==> src/rtl/fir_feed_pkg.sv <==
// Shared types and defaults for the FIR input-side sample feeder.
package fir_feed_pkg;

   localparam int FEED_DATA_W    = 32;
   localparam int FEED_FLUSH_LEN = 103;

   typedef enum logic [1:0] {
      IDLE   = 2'd0,
      PRIME  = 2'd1,
      STREAM = 2'd2,
      FLUSH  = 2'd3
   } feed_state_t;

   // One buffered upstream sample plus its end-of-frame marker.
   typedef struct packed {
      logic                   last;
      logic [FEED_DATA_W-1:0] data;
   } feed_entry_t;

endpackage

==> src/rtl/fir_feed_fifo.sv <==
// Synchronous FIFO for the sample feeder. Stores whole entries, no bypass:
// a word written in cycle t is visible on rdata from cycle t+1 onward.
// Pointers carry one extra wrap bit so full/empty come from an MSB compare.
module fir_feed_fifo
   import fir_feed_pkg::*;
#(
   parameter type entry_t = feed_entry_t,
   parameter int  DEPTH   = 16
)(
   input  logic                     clk,
   input  logic                     reset_n,
   input  logic                     push,
   input  entry_t                   wdata,
   input  logic                     pop,
   output entry_t                   rdata,
   output logic                     full,
   output logic                     empty,
   output logic [$clog2(DEPTH):0]   level
);

   localparam int AW = $clog2(DEPTH);

   logic [AW:0] wr_ptr;
   logic [AW:0] rd_ptr;
   entry_t      mem [DEPTH];
   logic        push_ok;
   logic        pop_ok;

   assign full    = (wr_ptr[AW] != rd_ptr[AW]) && (wr_ptr[AW-1:0] == rd_ptr[AW-1:0]);
   assign empty   = (wr_ptr == rd_ptr);
   assign level   = wr_ptr - rd_ptr;
   assign push_ok = push && !full;
   assign pop_ok  = pop && !empty;
   assign rdata   = mem[rd_ptr[AW-1:0]];

   // Pointer update; reset discards contents by collapsing both pointers.
   always_ff @(posedge clk or negedge reset_n) begin
      if (!reset_n) begin
         wr_ptr <= '0;
         rd_ptr <= '0;
      end else begin
         if (push_ok) wr_ptr <= wr_ptr + 1'b1;
         if (pop_ok)  rd_ptr <= rd_ptr + 1'b1;
      end
   end

   // Storage write; the array itself needs no reset.
   always_ff @(posedge clk) begin
      if (push_ok) mem[wr_ptr[AW-1:0]] <= wdata;
   end

endmodule

==> src/rtl/fir_sample_feeder.sv <==
// Input-side feeder for the 100-tap pipelined FIR. Buffers a framed
// valid/ready sample stream and drives one sample per clock into the
// filter's free-running x_in, then a zero tail of FLUSH_LEN samples.
// Build option FEED_HOLD_LAST_EN: on a streaming underrun x_out repeats
// the last real sample instead of driving zero.
//
//   state  | meaning
//   -------+---------------------------------------------------------
//   IDLE   | waiting for start; x_out held at zero, FIFO may pre-fill
//   PRIME  | waiting for a full FIFO or a complete frame in the FIFO
//   STREAM | one pop per cycle onto x_out; empty FIFO is an underrun
//   FLUSH  | FLUSH_LEN zero cycles to drain the filter; done on the last
module fir_sample_feeder
   import fir_feed_pkg::*;
#(
   parameter int DATA_W    = FEED_DATA_W,
   parameter int DEPTH     = 16,
   parameter int FLUSH_LEN = FEED_FLUSH_LEN,
   parameter int CNT_W     = 16
)(
   input  logic                     clk,
   input  logic                     reset_n,
   input  logic [DATA_W-1:0]        s_data,
   input  logic                     s_valid,
   input  logic                     s_last,
   output logic                     s_ready,
   input  logic                     start,
   output logic [DATA_W-1:0]        x_out,
   output logic                     x_valid,
   output logic                     busy,
   output logic                     done,
   output logic [$clog2(DEPTH):0]   fill_level,
   output logic [CNT_W-1:0]         underrun_cnt
);

   localparam int LW  = $clog2(DEPTH) + 1;
   localparam int FCW = $clog2(FLUSH_LEN + 1);

   typedef struct packed {
      logic              last;
      logic [DATA_W-1:0] data;
   } entry_t;

   feed_state_t    state;
   entry_t         wr_entry;
   entry_t         rd_entry;
   logic           fifo_full;
   logic           fifo_empty;
   logic           push;
   logic           pop;
   logic [LW-1:0]  pend_cnt;
   logic [FCW-1:0] flush_cnt;

   // s_ready depends on registered occupancy only, so a same-cycle pop
   // never opens room for a push into a full FIFO.
   assign s_ready  = !fifo_full;
   assign push     = s_valid && s_ready;
   assign pop      = (state == STREAM) && !fifo_empty;
   assign wr_entry = '{last: s_last, data: s_data};
   assign busy     = (state != IDLE);

   fir_feed_fifo #(
      .entry_t (entry_t),
      .DEPTH   (DEPTH)
   ) u_fifo (
      .clk     (clk),
      .reset_n (reset_n),
      .push    (push),
      .wdata   (wr_entry),
      .pop     (pop),
      .rdata   (rd_entry),
      .full    (fifo_full),
      .empty   (fifo_empty),
      .level   (fill_level)
   );

   // Count of buffered entries that close a frame; lets PRIME release as
   // soon as a whole short frame is queued.
   always_ff @(posedge clk or negedge reset_n) begin
      if (!reset_n) begin
         pend_cnt <= '0;
      end else begin
         if ((push && s_last) && !(pop && rd_entry.last))
            pend_cnt <= pend_cnt + 1'b1;
         else if (!(push && s_last) && (pop && rd_entry.last))
            pend_cnt <= pend_cnt - 1'b1;
      end
   end

   // Sequencer with registered filter-side outputs, flush timer and
   // saturating underrun counter. done is raised so that it coincides
   // with the final FLUSH cycle (flush_cnt == 1).
   always_ff @(posedge clk or negedge reset_n) begin
      if (!reset_n) begin
         state        <= IDLE;
         x_out        <= '0;
         x_valid      <= 1'b0;
         done         <= 1'b0;
         flush_cnt    <= '0;
         underrun_cnt <= '0;
      end else begin
         done <= 1'b0;
         case (state)
            IDLE: begin
               x_out   <= '0;
               x_valid <= 1'b0;
               if (start) state <= PRIME;
            end
            PRIME: begin
               x_out   <= '0;
               x_valid <= 1'b0;
               if (fifo_full || (pend_cnt != '0)) state <= STREAM;
            end
            STREAM: begin
               if (!fifo_empty) begin
                  x_out   <= rd_entry.data;
                  x_valid <= 1'b1;
                  if (rd_entry.last) begin
                     flush_cnt <= FCW'(FLUSH_LEN);
                     done      <= (FLUSH_LEN == 1);
                     state     <= FLUSH;
                  end
               end else begin
`ifdef FEED_HOLD_LAST_EN
                  x_out   <= x_out;
`else
                  x_out   <= '0;
`endif
                  x_valid <= 1'b0;
                  if (underrun_cnt != {CNT_W{1'b1}})
                     underrun_cnt <= underrun_cnt + 1'b1;
               end
            end
            FLUSH: begin
               x_out     <= '0;
               x_valid   <= 1'b0;
               flush_cnt <= flush_cnt - 1'b1;
               done      <= (flush_cnt == FCW'(2));
               if (flush_cnt == FCW'(1)) state <= IDLE;
            end
            default: state <= IDLE;
         endcase
      end
   end

endmodule
==> config.mk <==
export PLATFORM = sky130hd
export DESIGN_NAME = fir_sample_feeder
export DESIGN_NICKNAME = d
export VERILOG_FILES = /design/src/rtl/fir_feed_pkg.sv /design/src/rtl/fir_feed_fifo.sv /design/src/rtl/fir_sample_feeder.sv
export SDC_FILE = /design/constraint.sdc
export NUM_CORES = 1
export LEC_CHECK = 0
export ABC_AREA = 1
export CAP_MARGIN = 25
export CELL_PAD_IN_SITES_DETAIL_PLACEMENT = 0
export CELL_PAD_IN_SITES_GLOBAL_PLACEMENT = 1
export CORE_AREA = 4 4 161 318
export CTS_CLUSTER_DIAMETER = 40
export DETAILED_ROUTE_END_ITERATION = 7
export DIE_AREA = 0 0 165 322
export PLACE_DENSITY = 0.8
export RECOVER_POWER = 100
export SLEW_MARGIN = 10
export SYNTH_ARGS = -nofsm -noshare
export SYNTH_HDL_FRONTEND = slang
export SYNTH_SLANG_ARGS = --single-unit
export TNS_END_PERCENT = 10
==> constraint.sdc <==
create_clock -name clk -period 11.58 [get_ports clk]
set_clock_uncertainty 0.15 [all_clocks]
set_input_delay 3.474 -clock clk [delete_from_list [all_inputs] [get_ports clk]]
set_output_delay 3.474 -clock clk [all_outputs]
set_load 0.01 [all_outputs]
==> results.md <==
- Status: finished with violations
- Final Max Slew Viols: 751
- FF+latch area: 0.0177 mm2
- Die Height: 322 um
- Critical Path Sink Type: primary output
- Static leakage: 9.42 nW
- Total CTS buffers: 54
- Net Sw Frac: 0.357
- Least-Margin Pin Slew: 3.62 ns
- Clk_lat worst skew: 0.60 ns
- Clk pwr share: 0.259
- CTS tree: built
- Die W: 165 um
- Vias in the first global route: 15.3k
- Starting density of the core: 0.496
- Hold path start: pend_cnt[4]
- Crit Path Class: flop to primary output
- Hold violation count in the final report: 0
- Combinational family with the most area after synthesis: compound AO/OA/AOI/OAI gates
- Area occupied by multi-input gates: 0.00564 mm2
- Layout fillers: 3936
- Worst R2R Path Depth: 19
- Clock buffer depth: 3
- Setup crit end: fill_level[3]
- Post-synth top cells: 528 x edfxtp_1, 358 x nor2_1, 226 x o21ai_0, 194 x nand2_1, 74 x dfrtp_1
- Yosys warns: 0
- Post-Route Setup TNS: 0 ns
- CTS sink cnt: 602
- Synth Area in XOR/XNOR: 0.0109
- Final net count: 2048
- Most frequent cell after synthesis: edfxtp_1
- Yosys reg bits: 602
- Grt met3 use: 0.0278
- Worst slew margin: -1.42
- Simple-gate share of the synthesized area: 0.103
- Failing checks: capacitance limit, slew limit
- Post-CTS Setup Repair Bufs: 0
- Crit Reg-Reg Endpoint: pend_cnt[3]
- Ys async rst share: 0.123
- Hold path cells: 1
- Htree depth: 2
- Met2 usage: 0.388
- Critical path arrival: 4.68 ns
- DR vias/cell: 5.67
- DR pass1 iterations: 5
- Clk slew on worst S/H paths: 0.06 ns
- DRC violations left: 0
- Root Buffer: clkbuf_16
- Ys flop type: edfxtp_1
- Crit path launch: u_fifo.rd_ptr[1]
- Initial DRC count: 1203
- Wirelength, routed: 56600 um
- Startpoint types: flop
- Gate Count Post-Synth: 1916
- IO Port Bufs: 93
- Post-route ant nets: 0
- # hold bufs at CTS: 0
- Worst Path Required: 7.96 ns
- Period utilization: 0.717
- Syn_area_per_cell: 12.6 um2
- Synthesized area: 0.0241 mm2
- Cell variety after synth: 33
- Post-synth net total: 1977
- Cell Pwr Density: 246 mW/mm2
- Io pins: 94
- Layout area overhead: 12.9%
- Crit Reg-Reg Startpoint: u_fifo.rd_ptr[1]
- CP Max Fanout: 91
- Adder-cell share of the synthesized area: 0.0131
- Hold Path Class: flop to flop
- Core Region: 0.0486 mm2
- Pin count of the biggest net entering global routing: 101
- Seq pwr share: 0.420
- Initial antenna violation count: 3
- Final worst path period need: 8.30 ns
- Endpoints failing setup: 0
- Hpwl dp: 31600 um
- Sequential-to-total area share from yosys stat: 0.734
- Synth area leader: edfxtp_1
- Met1 global-route usage: 0.253
- Mux cell area share after synthesis: 0
- Pre-CTS setup slack: 5.18 ns
- Reg2reg setup slack: 4.08 ns
- Global-route wire length before repair: 87000 um
- # Max-Cap Violations: 21
- Combinational power share: 0.321
- RSZ-0062 raised after global routing: false
- DR WL/cell: 21.2 um
- Post-cts sizing count: 0
- EDFF count, synth: 528
- Post-synthesis compound-gate area fraction: 0.104
- Share of cells above drive strength 1: 0.0541
- FP Rows: 114
- NetSw: 0.00240 W
- Worst VDD drop: 0.211 mV
- Fin worst setup slack: 3.28 ns
- Grt peak-use layer: met2
- GRT Total Usage: 0.213
- Power Internal: 0.00432 W
- Die ar.: 0.0531 mm2
- Synth area leaders: edfxtp_1 66%, dfrtp_1 7.7%, nor2_1 5.6%
- Routability Congestion: 0.801
- Synth top area share: 0.657
- FMAX: 120 MHz
- Grt total ovfl: 0
- Vias: 15.2k
power groups by stage:
stage / sequential [W] / clock [W] / combinational, W
finish: 0.00282 / 0.00174 / 0.00216
global route: 0.00285 / 0.00186 / 0.00242
CTS: 0.00281 / 0.00177 / 0.00225
detailed placement: 0.00285 / 0 / 0.00223
global placement: 0.00285 / 0 / 0.00216
floorplan: 0.00282 / 0 / 0.00146
cell families after synthesis:
logic type | count (synthesis)
buffers and inverters | 181
AOI/OAI and AO/OA | 450
adders and majority gates | 24
xor gates and xnor gates | 30
and+or+nand+nor | 629
DFF | 602
cells in the final DEF (no fill, tap or decap), types with 18 or more instances in the layout:
master	Yosys	final
a21oi_1	21	21
a31oi_1	18	18
clkbuf_1	55	31
clkbuf_16	0	56
dfrtp_1	74	72
dlygate4sd3_1	0	90
edfxtp_1	528	528
ha_1	22	22
inv_1	68	68
nand2_1	194	196
nand3_1	53	53
nor2_1	358	349
o211ai_1	64	64
o21ai_0	226	226
o21ai_1	57	57
o22ai_1	64	64
xor2_1	19	19
through the flow:
step                       util  std cells  area [um2]  power, W  hold WS [ns]
after floorplan               -       1916       24100   0.00428         0.296
after CTS                 0.564       2670       27500   0.00683         0.329
after global routing      0.560       2671       27200   0.00713         0.347
after detailed placement  0.529       2569       25700   0.00509         0.317
final                     0.560       2673       27200   0.00671         0.330
after global placement    0.527       2564       25600   0.00500         0.312
sequential cells by signal (all words and copies together) (netlist names):
register / count
u_fifo.rd_ptr: 5
done: 1
pend_cnt: 5
u_fifo.mem: 528
x_valid: 1
x_out: 32
state: 2
flush_cnt: 7
u_fifo.wr_ptr: 5
underrun_cnt: 16
routing by layer:
metal / vias to the layer above / part of all wire
li1: 7013 / -
met1: 7565 / 0.38
met2: 460 / 0.54
met3: 112 / 0.047
met4: 2 / 0.036
met5: - / 0.00023
final cells by class:
type | instances | share of cell area
antenna | 3 | 0.000276
clock buffer | 67 | 0.0529
clock inverter | 34 | 0.0102
inverter | 73 | 0.0102
multi-input combinational | 1133 | 0.207
sequential | 602 | 0.650
tap | 638 | 0.0293
timing repair buffer | 123 | 0.0400
worst max-delay path, stage by stage (launching register included):
cell and delay (ns):
dfrtp_1 2.48, inv_2 0.10, ha_1 0.44, nand2_1 0.05, o21ai_0 0.21, xor2_1 0.17, dlygate4sd3_1 0.63
how the worst min path moves through the flow:
stage	endpoint	slack, ns
2_1_floorplan	pend_cnt[4]	0.30
3_3_place_gp	pend_cnt[4]	0.31
3_5_place_dp	pend_cnt[4]	0.32
4_1_cts	pend_cnt[4]	0.33
5_1_grt	pend_cnt[4]	0.35
6_report	pend_cnt[4]	0.33
(Power assumes the default switching activity.)
